`src/rtl/coin_pkg.sv`:
```
// rtl/coin_pkg.sv - coin codes shared by the sensor frontend, the coin FSM and their benches
package coin_pkg;

    localparam logic [1:0] COIN_NONE = 2'b00;
    localparam logic [1:0] COIN_A    = 2'b01;
    localparam logic [1:0] COIN_B    = 2'b10;
    localparam logic [1:0] COIN_C    = 2'b11;

    // grant is one-hot {c,b,a}; an empty grant maps to no coin
    function automatic logic [1:0] coin_code(input logic [2:0] grant);
        logic [1:0] code;
        code = COIN_NONE;
        if (grant[0]) begin
            code = COIN_A;
        end else if (grant[1]) begin
            code = COIN_B;
        end else if (grant[2]) begin
            code = COIN_C;
        end
        return code;
    endfunction

endpackage

```
`src/rtl/coin_debounce.sv`:
```
// rtl/coin_debounce.sv - synchroniser, debouncer, rising-edge event and jam detect for one sensor line
module coin_debounce #(
    parameter int DEBOUNCE   = 4,
    parameter int JAM_CYCLES = 64
) (
    input  logic clk,
    input  logic reset,
    input  logic raw,
    output logic evt,
    output logic jam
);

    localparam int DW = (DEBOUNCE > 1) ? $clog2(DEBOUNCE) : 1;
    localparam int JW = (JAM_CYCLES > 1) ? $clog2(JAM_CYCLES) : 1;
    localparam logic [DW-1:0] DB_LAST  = DW'(DEBOUNCE - 1);
    localparam logic [JW-1:0] JAM_LAST = JW'(JAM_CYCLES - 1);

    logic          sync1_q, sync1_d;
    logic          sync2_q, sync2_d;
    logic          stable_q, stable_d;
    logic [DW-1:0] db_cnt_q, db_cnt_d;
    logic [JW-1:0] jam_cnt_q, jam_cnt_d;
    logic          jam_q, jam_d;
    logic          evt_q, evt_d;

    always_comb begin
        sync1_d   = raw;
        sync2_d   = sync1_q;
        stable_d  = stable_q;
        db_cnt_d  = '0;
        jam_cnt_d = '0;
        jam_d     = 1'b0;
        evt_d     = 1'b0;

        if (sync2_q != stable_q) begin
            if (db_cnt_q == DB_LAST) begin
                stable_d = sync2_q;
            end else begin
                db_cnt_d = db_cnt_q + 1'b1;
            end
        end

        // the jam counter and flag drop on the same edge the stable level falls
        if (stable_q && stable_d) begin
            jam_cnt_d = (jam_cnt_q == JAM_LAST) ? jam_cnt_q : jam_cnt_q + 1'b1;
            jam_d     = jam_q || (jam_cnt_d == JAM_LAST);
        end

        evt_d = stable_d && !stable_q && !jam_q;
    end

    always_ff @(posedge clk or posedge reset) begin
        if (reset) begin
            sync1_q   <= 1'b0;
            sync2_q   <= 1'b0;
            stable_q  <= 1'b0;
            db_cnt_q  <= '0;
            jam_cnt_q <= '0;
            jam_q     <= 1'b0;
            evt_q     <= 1'b0;
        end else begin
            sync1_q   <= sync1_d;
            sync2_q   <= sync2_d;
            stable_q  <= stable_d;
            db_cnt_q  <= db_cnt_d;
            jam_cnt_q <= jam_cnt_d;
            jam_q     <= jam_d;
            evt_q     <= evt_d;
        end
    end

    assign evt = evt_q;
    assign jam = jam_q;

endmodule

```
`src/rtl/coin_sensor_frontend.sv`:
```
// rtl/coin_sensor_frontend.sv - three debounced coin sensors serialised onto the (i,j) coin code
module coin_sensor_frontend
    import coin_pkg::*;
#(
    parameter int DEBOUNCE   = 4,
    parameter int JAM_CYCLES = 64,
    parameter int CNT_W      = 8
) (
    input  logic             clk,
    input  logic             reset,
    input  logic             sens_a,
    input  logic             sens_b,
    input  logic             sens_c,
    input  logic             accept_en,
    output logic             i,
    output logic             j,
    output logic             reject,
    output logic [2:0]       jam,
    output logic [CNT_W-1:0] coin_count
);

    logic [2:0]       evt;
    logic [2:0]       raw;
    logic [2:0]       grant;
    logic [2:0]       pending_q, pending_d;
    logic [1:0]       code_q, code_d;
    logic             reject_q, reject_d;
    logic [CNT_W-1:0] count_q, count_d;

    assign raw = {sens_c, sens_b, sens_a};

    for (genvar ch = 0; ch < 3; ch++) begin : g_chan
        coin_debounce #(
            .DEBOUNCE  (DEBOUNCE),
            .JAM_CYCLES(JAM_CYCLES)
        ) u_debounce (
            .clk  (clk),
            .reset(reset),
            .raw  (raw[ch]),
            .evt  (evt[ch]),
            .jam  (jam[ch])
        );
    end

    always_comb begin
        grant = 3'b000;
        if (pending_q[0]) begin
            grant = 3'b001;
        end else if (pending_q[1]) begin
            grant = 3'b010;
        end else if (pending_q[2]) begin
            grant = 3'b100;
        end

        // a fresh event re-arms its bit even if that bit is being granted this cycle
        pending_d = (pending_q & ~grant) | (accept_en ? evt : 3'b000);
        code_d    = coin_code(grant);
        reject_d  = !accept_en && (|evt);

        count_d = count_q;
        if ((|grant) && (count_q != {CNT_W{1'b1}})) begin
            count_d = count_q + 1'b1;
        end
    end

    always_ff @(posedge clk or posedge reset) begin
        if (reset) begin
            pending_q <= 3'b000;
            code_q    <= COIN_NONE;
            reject_q  <= 1'b0;
            count_q   <= '0;
        end else begin
            pending_q <= pending_d;
            code_q    <= code_d;
            reject_q  <= reject_d;
            count_q   <= count_d;
        end
    end

    assign i          = code_q[1];
    assign j          = code_q[0];
    assign reject     = reject_q;
    assign coin_count = count_q;

endmodule
```
`config.mk`:
```
export PLATFORM = sky130hd
export DESIGN_NAME = coin_sensor_frontend
export DESIGN_NICKNAME = d
export VERILOG_FILES = /design/src/rtl/coin_pkg.sv /design/src/rtl/coin_debounce.sv /design/src/rtl/coin_sensor_frontend.sv
export SDC_FILE = /design/constraint.sdc
export NUM_CORES = 1
export LEC_CHECK = 0
export ABC_AREA = 0
export CAP_MARGIN = 20
export CORE_AREA = 10 10 110 112
export CTS_BUF_LIST = sky130_fd_sc_hd__clkbuf_4
export CTS_CLUSTER_DIAMETER = 40
export DETAILED_ROUTE_END_ITERATION = 10
export DIE_AREA = 0 0 120 122
export GPL_TIMING_DRIVEN = 0
export PLACE_DENSITY = 0.4
export REMOVE_ABC_BUFFERS = 1
export SLEW_MARGIN = 20
export SYNTH_ARGS = -nofsm -noshare
export SYNTH_HDL_FRONTEND = slang
export SYNTH_SLANG_ARGS = --single-unit
```
`constraint.sdc`:
```
create_clock -name clk -period 4.9 [get_ports clk]
set_clock_uncertainty 0.05 [all_clocks]
set_input_delay 0.98 -clock clk [delete_from_list [all_inputs] [get_ports clk]]
set_output_delay 0.98 -clock clk [all_outputs]
set_load 0.1 [all_outputs]
```
==> results.json <==
{
  "drtAntennaViolNets": 0,
  "leakage_nw": 1.17,
  "p_seq_share_pct": 50.1,
  "cts_hold_buf": 0,
  "drive_gt1_share_pct": 8.30,
  "worst_pin_slew_ns": 0.983,
  "cp_top_family": "buffers and inverters",
  "report.final.hold_viol_count": 0,
  "antenna_cells": 0,
  "cts_resized": 0,
  "crit_slowest_cell": "clkdlybuf4s50_1",
  "cp_cell_sequence": "clkdlybuf4s50_1",
  "clockRootBuffer": "clkbuf_4",
  "worst_r2r_startpoint": "g_chan[2].u_debounce.jam_cnt_q[0]",
  "crit_arrival_ns": 2.03,
  "switching_share_pct": 40.6,
  "tritoncts": "done",
  "internal-power_uw": 719,
  "initial_core_util_pct": 24.2,
  "cts_buffers": 5,
  "worst-path-buf-inv": 1,
  "final_cell_mix": "dfrtp_1 (53), nor2_1 (21), clkdlybuf4s50_1 (19)",
  "path_class": "register to primary output",
  "max_stage_delay_ns": 1.17,
  "yosysUniqueCellTypes": 49,
  "status": "finished clean",
  "final.setup.tns_ns": 0,
  "clkLatencyLatePin_ns": 0.37,
  "die_h_um": 122,
  "core_um2": 10000,
  "final.fill_count": 1081,
  "yosys_register_bits": 53,
  "boundaryPins": 20,
  "finalMaxSlewViolations": 0,
  "num_vias": 1636,
  "p_sw_uw": 491,
  "finalSetupViolations": 0,
  "drt_wl_total_um": 4390,
  "wire_per_inst_um": 11.6,
  "final_net_count": 253,
  "max_freq_mhz": 327,
  "comb_power_share_pct": 33.8,
  "path_max_fanout": 6,
  "vias_per_cell": 4.34,
  "pwr_density_cell_nw_per_um2": 433,
  "clk_pin_slew_ns": 0.16,
  "synth_area_um2": 2430,
  "cts.path.max_buffers": 2,
  "rsz0062_at_grt": "false",
  "place_congestion": 0.737,
  "htree_levels": 2,
  "r2r_end": "g_chan[2].u_debounce.jam",
  "hold_path.class": "register to register",
  "syn_area_per_cell_um2": 10.9,
  "fin_cells": 377,
  "relSlewSlack_pct": 34.3,
  "hpwl_um": 2980,
  "power_frac_clock_pct": 16.1,
  "die_w_um": 120,
  "cp-start-kind": "register",
  "ff2ff_path_depth": 5,
  "period_share_pct": 62.4,
  "peakVddDrop_v": 0.000125,
  "min_period_ns": 3.06,
  "hold_depth": 0,
  "hold_end": "g_chan[0].u_debounce.sync2_q",
  "grt_first_pass_wirelength_um": 7490,
  "placed_cells": 369,
  "grt_util_all_layers_pct": 6.15,
  "cp.required_ns": 3.87,
  "grt_overflow_total": 0,
  "netlist_instances": 223,
  "seq_area_frac_synth_pct": 54.5,
  "post_cts_buffers": 0,
  "drc": 0,
  "area_delta_synth_final_pct": 15.0,
  "final_common_cell": "dfrtp_1",
  "yosys_warnings": 0,
  "setup.worst_path.end_class": "primary output",
  "min_from": "g_chan[0].u_debounce.sync1_q",
  "grt_antenna_before_repair": 0,
  "dr.pass1.iters": 4,
  "first_iter_violations": 70,
  "grt_pass1_vias": 1504,
  "clock-sinks": 53,
  "grt_max_degree": 54,
  "dieArea_um2": 14600,
  "cap_violations": 0,
  "io_buffers": 19,
  "core.rowCount": 37,
  "cp.depth": 1,
  "r2r_slack_ns": 3.19
}
## power groups by stage
| stage | clock network, mW | registers (mW) | logic, mW |
|---|---|---|---|
| floorplan | 0 | 0.716 | 0.207 |
| global placement | 0 | 0.616 | 0.413 |
| detailed placement | 0 | 0.615 | 0.415 |
| CTS | 0.209 | 0.606 | 0.417 |
| global route | 0.228 | 0.621 | 0.451 |
| finish | 0.194 | 0.606 | 0.409 |
## synthesized netlist by cell type, drive strengths merged
cell type  count  share of area (%)
o21bai         1               0.31
nand3b         2               0.62
nand2         12                1.9
and2           1               0.26
and4           1               0.36
a311oi         2               0.72
nor2          22                3.5
o2111ai        2               0.72
nor4bb         1               0.41
inv            9                1.4
and3           1               0.26
dfrtp         53                 55
nand4b         2               0.72
ha             7                3.6
buf            8                2.1
a22oi          1               0.31
o21a           1               0.31
mux2i          2               0.82
a31oi          8                2.1
nand4          2               0.51
nor3          13                3.1
or3            1               0.26
and4b          2               0.82
nor4b          3                1.1
mux2           7                3.4
a21oi         10                2.1
nor2b          4                1.0
or2            2               0.51
nand3         11                2.5
o22ai          1               0.26
a211oi         3               0.93
nand2b         3               0.77
a211o          1               0.36
xnor2          6                2.2
xor2           6                2.2
a22o           1               0.36
o21ai          7                1.4
o31a           2                1.1
clkbuf         1               0.15
a21o           1               0.31
## sequential cells by signal (all words and copies together) (netlist names)
signal / cells
coin_count: 8
g_chan.u_debounce.stable_q: 3
g_chan.u_debounce.sync1_q: 3
code_q: 2
g_chan.u_debounce.db_cnt_q: 6
g_chan.u_debounce.sync2_q: 3
g_chan.u_debounce.jam_cnt_q: 18
pending_q: 3
reject: 1
g_chan.u_debounce.evt: 3
g_chan.u_debounce.jam: 3
## logic make-up after synthesis
logic type,share of synthesized area [%]
fa+ha+maj,3.60
xor+xnor,4.32
compound gates,11.2
flops,54.5
buf+inv,3.60
simple gates,18.5
mux,4.22
## area by class of cell
cell class | instances | area [um^2] | area share [%]
repair buffers | 19 | 190 | 6.80
inverters | 9 | 36.3 | 1.30
flip-flops and latches | 53 | 1330 | 47.4
clock inverters | 3 | 17.5 | 0.626
multi-input cells | 152 | 1020 | 36.4
well taps | 136 | 170 | 6.09
clock buffers | 5 | 37.5 | 1.34
## worst max-delay path by stage
stage	start	to	slack (ns)
finish	coin_count[2]	coin_count[2]	1.84
global route	coin_count[7]	coin_count[7]	1.74
CTS	coin_count[2]	coin_count[2]	1.79
detailed placement	coin_count[2]	coin_count[2]	2.25
global placement	reset	coin_count[7]	1.40
floorplan	reset	code_q[0]	2.58
## metal layers
layer	global-route usage, %	part of all wire, %	vias up
li1	-	-	836
met1	8.13	52	773
met2	8.91	42	23
met3	2.36	5.0	4
met4	2.26	1.0	0
met5	0	0	-
## through the flow
stage	setup slack (ns)	area [um^2]	power, mW	hold WS [ns]	util [%]
3_3_place_gp	1.40	2740	1.03	0.283	27.3
5_1_grt	1.74	2800	1.30	0.330	27.8
4_1_cts	1.79	2800	1.23	0.320	27.8
2_1_floorplan	2.58	2380	0.923	0.281	-
6_report	1.84	2800	1.21	0.318	27.8
3_5_place_dp	2.25	2740	1.03	0.286	27.3
Note: power is estimated with default switching activity, not from simulation.
==> patch 1, RTL diff (same settings) <==
The parameter `CNT_W` goes from 8 to 10.
--- a/src/rtl/coin_sensor_frontend.sv
+++ b/src/rtl/coin_sensor_frontend.sv
@@ -6,3 +6,3 @@
     parameter int JAM_CYCLES = 64,
-    parameter int CNT_W      = 8
+    parameter int CNT_W      = 10
 ) (
Ports: changed (resized coin_count); port bits go from 20 to 22. No check against the original RTL was run, so the function may have changed too.
==> patch 1 against the original RTL <==
  * Routed wire length is 6.6% higher
  * Sequential cell count rose by 2
  * Register-to-register slack got worse by 160 ps
  * Worst setup slack gained 44 ps
  * Final area is 5.1% higher
  * Combinational power shrank 1%
  * Maximum frequency increased by 1.4%
  * Total power grew 4.8%
  * Area after synthesis grew 3.1%
  * Hold slack hardly changed
  * Count of clock-buffer cells in the layout stayed put
  * Critical endpoint is now coin_count[7]
==> patch 1: results (changes against the original RTL) <==
qor: detailed_routing.detail_route.wl_per_cell 12.15 µm [+4.4%]
qor: yosys.synth_compound_gate_area_share 0.07930 [-0.03284]
qor: place.instance_area_at_placement 0.002864 mm² [+4.5%]
qor: layout.max_reg_flops 18 [unchanged]
qor: critical_path.crit_fanout 5 [-1]
qor: power.clock_power_share 0.195 [+0.034]
qor: power.net_switching_share_of_the_total_power 0.3790 [-0.02698]
qor: place.place.detailed.hpwl 3.234 mm [+8.4%]
qor: clock_tree.worst_setup_hold_path_clk_slew 160 ps [about the same]
qor: power.total_leakage_power 1.236 nW [+5.3%]
qor: yosys.synth.lib_cells_used.distinct 43 [-12%]
qor: critical_path.endpoint coin_count[7]
qor: yosys.ys_seq_area_frac 0.5486 [+0.003361]
qor: global_routing.global_route.usage.total 0.06700 [+0.005532]
qor: critical_path.worst_r2r_startpoint coin_count[0]$_DFFE_PP0P_
qor: min_path.hold_path_end g_chan[1].u_debounce.sync2_q$_DFF_PP0_
qor: critical_path.endpoint_of_the_lowest_slack_register_to_register_path coin_count[1]$_DFFE_PP0P_
qor: layout.final_std_cells_w_o_fill 385 [+2.1%]
qor: yosys.yosys-top-cells-count sky130_fd_sc_hd__dfrtp_1 (55), sky130_fd_sc_hd__nor2_1 (21), sky130_fd_sc_hd__nand2_1 (14), sky130_fd_sc_hd__xnor2_1 (13), sky130_fd_sc_hd__nand3_1 (12)
qor: power.power.internal 0.0007876 W [+9.6%]
qor: place.numPortBuffers 21 [+2]
qor: place.pre_cts_ws 2274 ps [+24.25 ps]
qor: layout.post_route_cells_drive_above_1_share 0.07229 [-0.01070]
qor: yosys.synth_fa_ha_area_frac 0.03491 [-0.001096]
qor: place.routabilityCongestion 0.7399 [+0.37%]
qor: critical_path.worst-endpoint-arrival 1990 ps [-40 ps]
qor: yosys.yosys-mux-area-fraction 0.04788 [+0.005699]
qor: layout.area_growth 17.21%
qor: critical_path.worst-r2r-setup-slack 3030 ps [-160 ps]
qor: timing.finalHoldWorstSlack 318.2 ps [-0.1330 ps]
qor: detailed_routing.via_count 1,670 [+2.1%]
qor: layout.largest-register g_chan.u_debounce.jam_cnt_q
qor: detailed_routing.drt_first_iter_violations 72 [+2.9%]
qor: yosys.synthesis.area_per_instance 11.00 µm² [+0.88%]
qor: timing.max_slew.worst_pin.slew 985.7 ps [+3.027 ps]
qor: timing.final_cycle_utilization_of_the_critical_path 0.6155 [-0.008896]
qor: place.placed_cells 377 [+2.2%]
qor: clock_tree.clock_insertion_delay_worst_skew 360 ps
qor: power.max-vdd-ir-drop 0.1604 mV [+29%]
qor: yosys.synth_xor_xnor_area_share 0.05586 [+0.01265]
qor: min_path.worst_hold_startpoint g_chan[1].u_debounce.sync1_q$_DFF_PP0_
qor: layout.num-fill-cells 1,051 [-2.8%]
qor: layout.count_of_antenna_diodes_in_the_layout 0 [unchanged]
qor: layout.fin_nets 261 [+3.2%]
qor: global_routing.grt_pass1_wl 8.211 mm [+9.7%]
qor: status.run_status finished clean
qor: critical_path.crit_path_start coin_count[7]$_DFFE_PP0P_
qor: power.power.share.sequential 0.486 [-0.015]
==> patch 1: changes by cell type after synthesis, moves of 3 or more <==
| cell | delta |
|---|---|
| sky130_fd_sc_hd__a21oi_1 | -4 |
| sky130_fd_sc_hd__and3_1 | +3 |
| sky130_fd_sc_hd__mux2i_1 | +4 |
| sky130_fd_sc_hd__nor3_1 | -3 |
| sky130_fd_sc_hd__nor3b_1 | +3 |
| sky130_fd_sc_hd__or3_1 | +3 |
| sky130_fd_sc_hd__xnor2_1 | +7 |
| sky130_fd_sc_hd__xor2_1 | -3 |
==> patch 1: routing by layer <==
layer,wire (µm),vias to the layer above,global-route usage
li1,-,836,-
met1,2308,810,0.08356
met2,2146,22,0.1080
met3,176,2,0.01943
met4,46,0,0.02489
met5,0,-,0
==> patch 1: final cells by class <==
class,instances,area share
clock inverters,3,0.01319
well taps,136,0.05787
clock buffers,5,0.01277
flip-flops and latches,55,0.4681
multi-input cells,153,0.3523
repair buffers,22,0.08085
inverters,11,0.01489
==> patch 2, RTL diff (config.mk and constraints unchanged) <==
Without the edit above. Put a register stage on the outputs `i` and `j`, with the module's reset. The values now appear one clock later. The other outputs are not delayed to match.
--- a/src/rtl/coin_sensor_frontend.sv
+++ b/src/rtl/coin_sensor_frontend.sv
@@ -79,4 +79,11 @@
 
-    assign i          = code_q[1];
-    assign j          = code_q[0];
+    always_ff @(posedge clk or posedge reset) begin
+        if (reset) begin
+            i <= '0;
+            j <= '0;
+        end else begin
+            i <= code_q[1];
+            j <= code_q[0];
+        end
+    end
     assign reject     = reject_q;
Function: changed (Yosys sat finds a counterexample within 10 cycles, from zero or initial values and one cycle with reset high).
==> patch 2 against the original RTL <==
  * Total power increased by 3.6%
  * Sequential power up 3%
  * Routed wire length increased by 0.57%
  * Count of clock-buffer cells in the layout rose by 1
  * Final area increased by 3.0%
  * Worst setup slack gained 5.0 ps
  * Area after synthesis rose by 3.2%
  * Global-route usage rose by 0.20 points
  * Critical path depth is the same
  * Combinational power rose by 3%
  * Sequential cell count grew 2
  * Register-to-register slack is essentially flat
  * Largest cell class unchanged
==> patch 2: results (changes against the original RTL) <==
qor: global_routing.grt.met1_usage 0.07939 [-0.001936]
qor: global_routing.antenna_found_initial 1 [+1]
qor: detailed_routing.wl_met3 189 µm [-14%]
qor: global_routing.grtUsageMet3 0.01989 [-0.003700]
qor: global_routing.global_route.usage.total 0.06350 [+0.002036]
qor: critical_path.endpoint_of_the_lowest_slack_register_to_register_path g_chan[1].u_debounce.jam$_DFF_PP0_
qor: yosys.yosys-mux-area-fraction 0.05284 [+0.01066]
qor: yosys.yosys-top-cells-count sky130_fd_sc_hd__dfrtp_1 (55), sky130_fd_sc_hd__nor2_1 (22), sky130_fd_sc_hd__nand2_1 (14), sky130_fd_sc_hd__inv_1 (11), sky130_fd_sc_hd__xnor2_1 (11)
qor: global_routing.grt.met2_usage 0.09732 [+0.008253]
qor: global_routing.grt_pass1_wl 7.617 mm [+1.7%]
qor: place.routabilityCongestion 0.6917 [-6.2%]
qor: layout.fin_nets 255 [+0.79%]
qor: detailed_routing.via_count 1,606 [-1.8%]
qor: min_path.worst_hold_startpoint g_chan[1].u_debounce.sync1_q$_DFF_PP0_
qor: power.net_switching_share_of_the_total_power 0.3980 [-0.007937]
qor: global_routing.grt_start_max_net_pins 40 [-26%]
qor: place.instance_area_at_placement 0.002816 mm² [+2.7%]
qor: power.total_leakage_power 1.239 nW [+5.5%]
qor: power.max-vdd-ir-drop 0.2357 mV [+89%]
qor: timing.max_transition_margin 0.3473 [+0.004526]
qor: yosys.synth.lib_cells_used.distinct 47 [-4.1%]
qor: status.run_status finished clean
qor: detailed_routing.drt_first_iter_violations 42 [-40%]
qor: yosys.post_synth_inst_count 227 [+1.8%]
qor: critical_path.worst_r2r_startpoint g_chan[1].u_debounce.jam_cnt_q[0]$_DFF_PP0_
qor: critical_path.worst-r2r-setup-slack 3180 ps [about the same]
qor: min_path.hold_path_end g_chan[1].u_debounce.sync2_q$_DFF_PP0_
qor: detailed_routing.wl_met1 2.147 mm [-5.5%]
qor: layout.num-fill-cells 1,062 [-1.8%]
qor: yosys.synth_xor_xnor_area_share 0.05583 [+0.01262]
qor: detailed_routing.routed_wl 4.411 mm [+0.57%]
qor: timing.finalHoldWorstSlack 312.6 ps [-5.750 ps]
qor: place.placed_cells 371 [+0.54%]
## patch 2: cell count changes after synthesis, moves of 3 or more
cell / unedited run / this run
sky130_fd_sc_hd__mux2i_1: 2 / 5
sky130_fd_sc_hd__nor3_1: 11 / 6
sky130_fd_sc_hd__a31oi_1: 8 / 3
sky130_fd_sc_hd__xnor2_1: 6 / 11
## patch 2: worst max path at each step
stage                                                   to  slack, ps  cells after the start
6_report                                     coin_count[2]       1850                      1
3_5_place_dp                                 coin_count[2]       2280                      1
5_1_grt                                      coin_count[2]       1760                      1
2_1_floorplan                          code_q[0]$_DFF_PP0_       2530                      1
4_1_cts                                      coin_count[2]       1800                      1
3_3_place_gp   g_chan[0].u_debounce.jam_cnt_q[5]$_DFF_PP0_       1340                      2
## patch 2: power by group through the flow
stage / logic (W) / registers [W] / clock network [W]
floorplan: 0.000214 / 0.000739 / 0
global placement: 0.000426 / 0.000631 / 0
detailed placement: 0.000429 / 0.000631 / 0
CTS: 0.000431 / 0.000622 / 0.000226
global route: 0.000468 / 0.000640 / 0.000240
finish: 0.000423 / 0.000622 / 0.000207
## patch 2: cell type report
| cell class | instances | area, µm² | share of cell area |
|---|---|---|---|
| repair buffers | 20 | 210.2 | 0.07298 |
| inverters | 11 | 43.79 | 0.01520 |
| flip-flops and latches | 55 | 1376 | 0.4778 |
| multi-input cells | 149 | 1016 | 0.3527 |
| diodes | 1 | 2.502 | 0.0008688 |
| clock buffers | 6 | 45.04 | 0.01564 |
| well taps | 136 | 170.2 | 0.05908 |
| clock inverters | 2 | 16.27 | 0.005647 |
## patch 2: per-stage QoR
stage	utilization	setup WS, ps
4_1_cts	0.2865	1800
5_1_grt	0.2867	1764
2_1_floorplan	-	2527
3_5_place_dp	0.2804	2277
6_report	0.2867	1846
3_3_place_gp	0.2781	1340
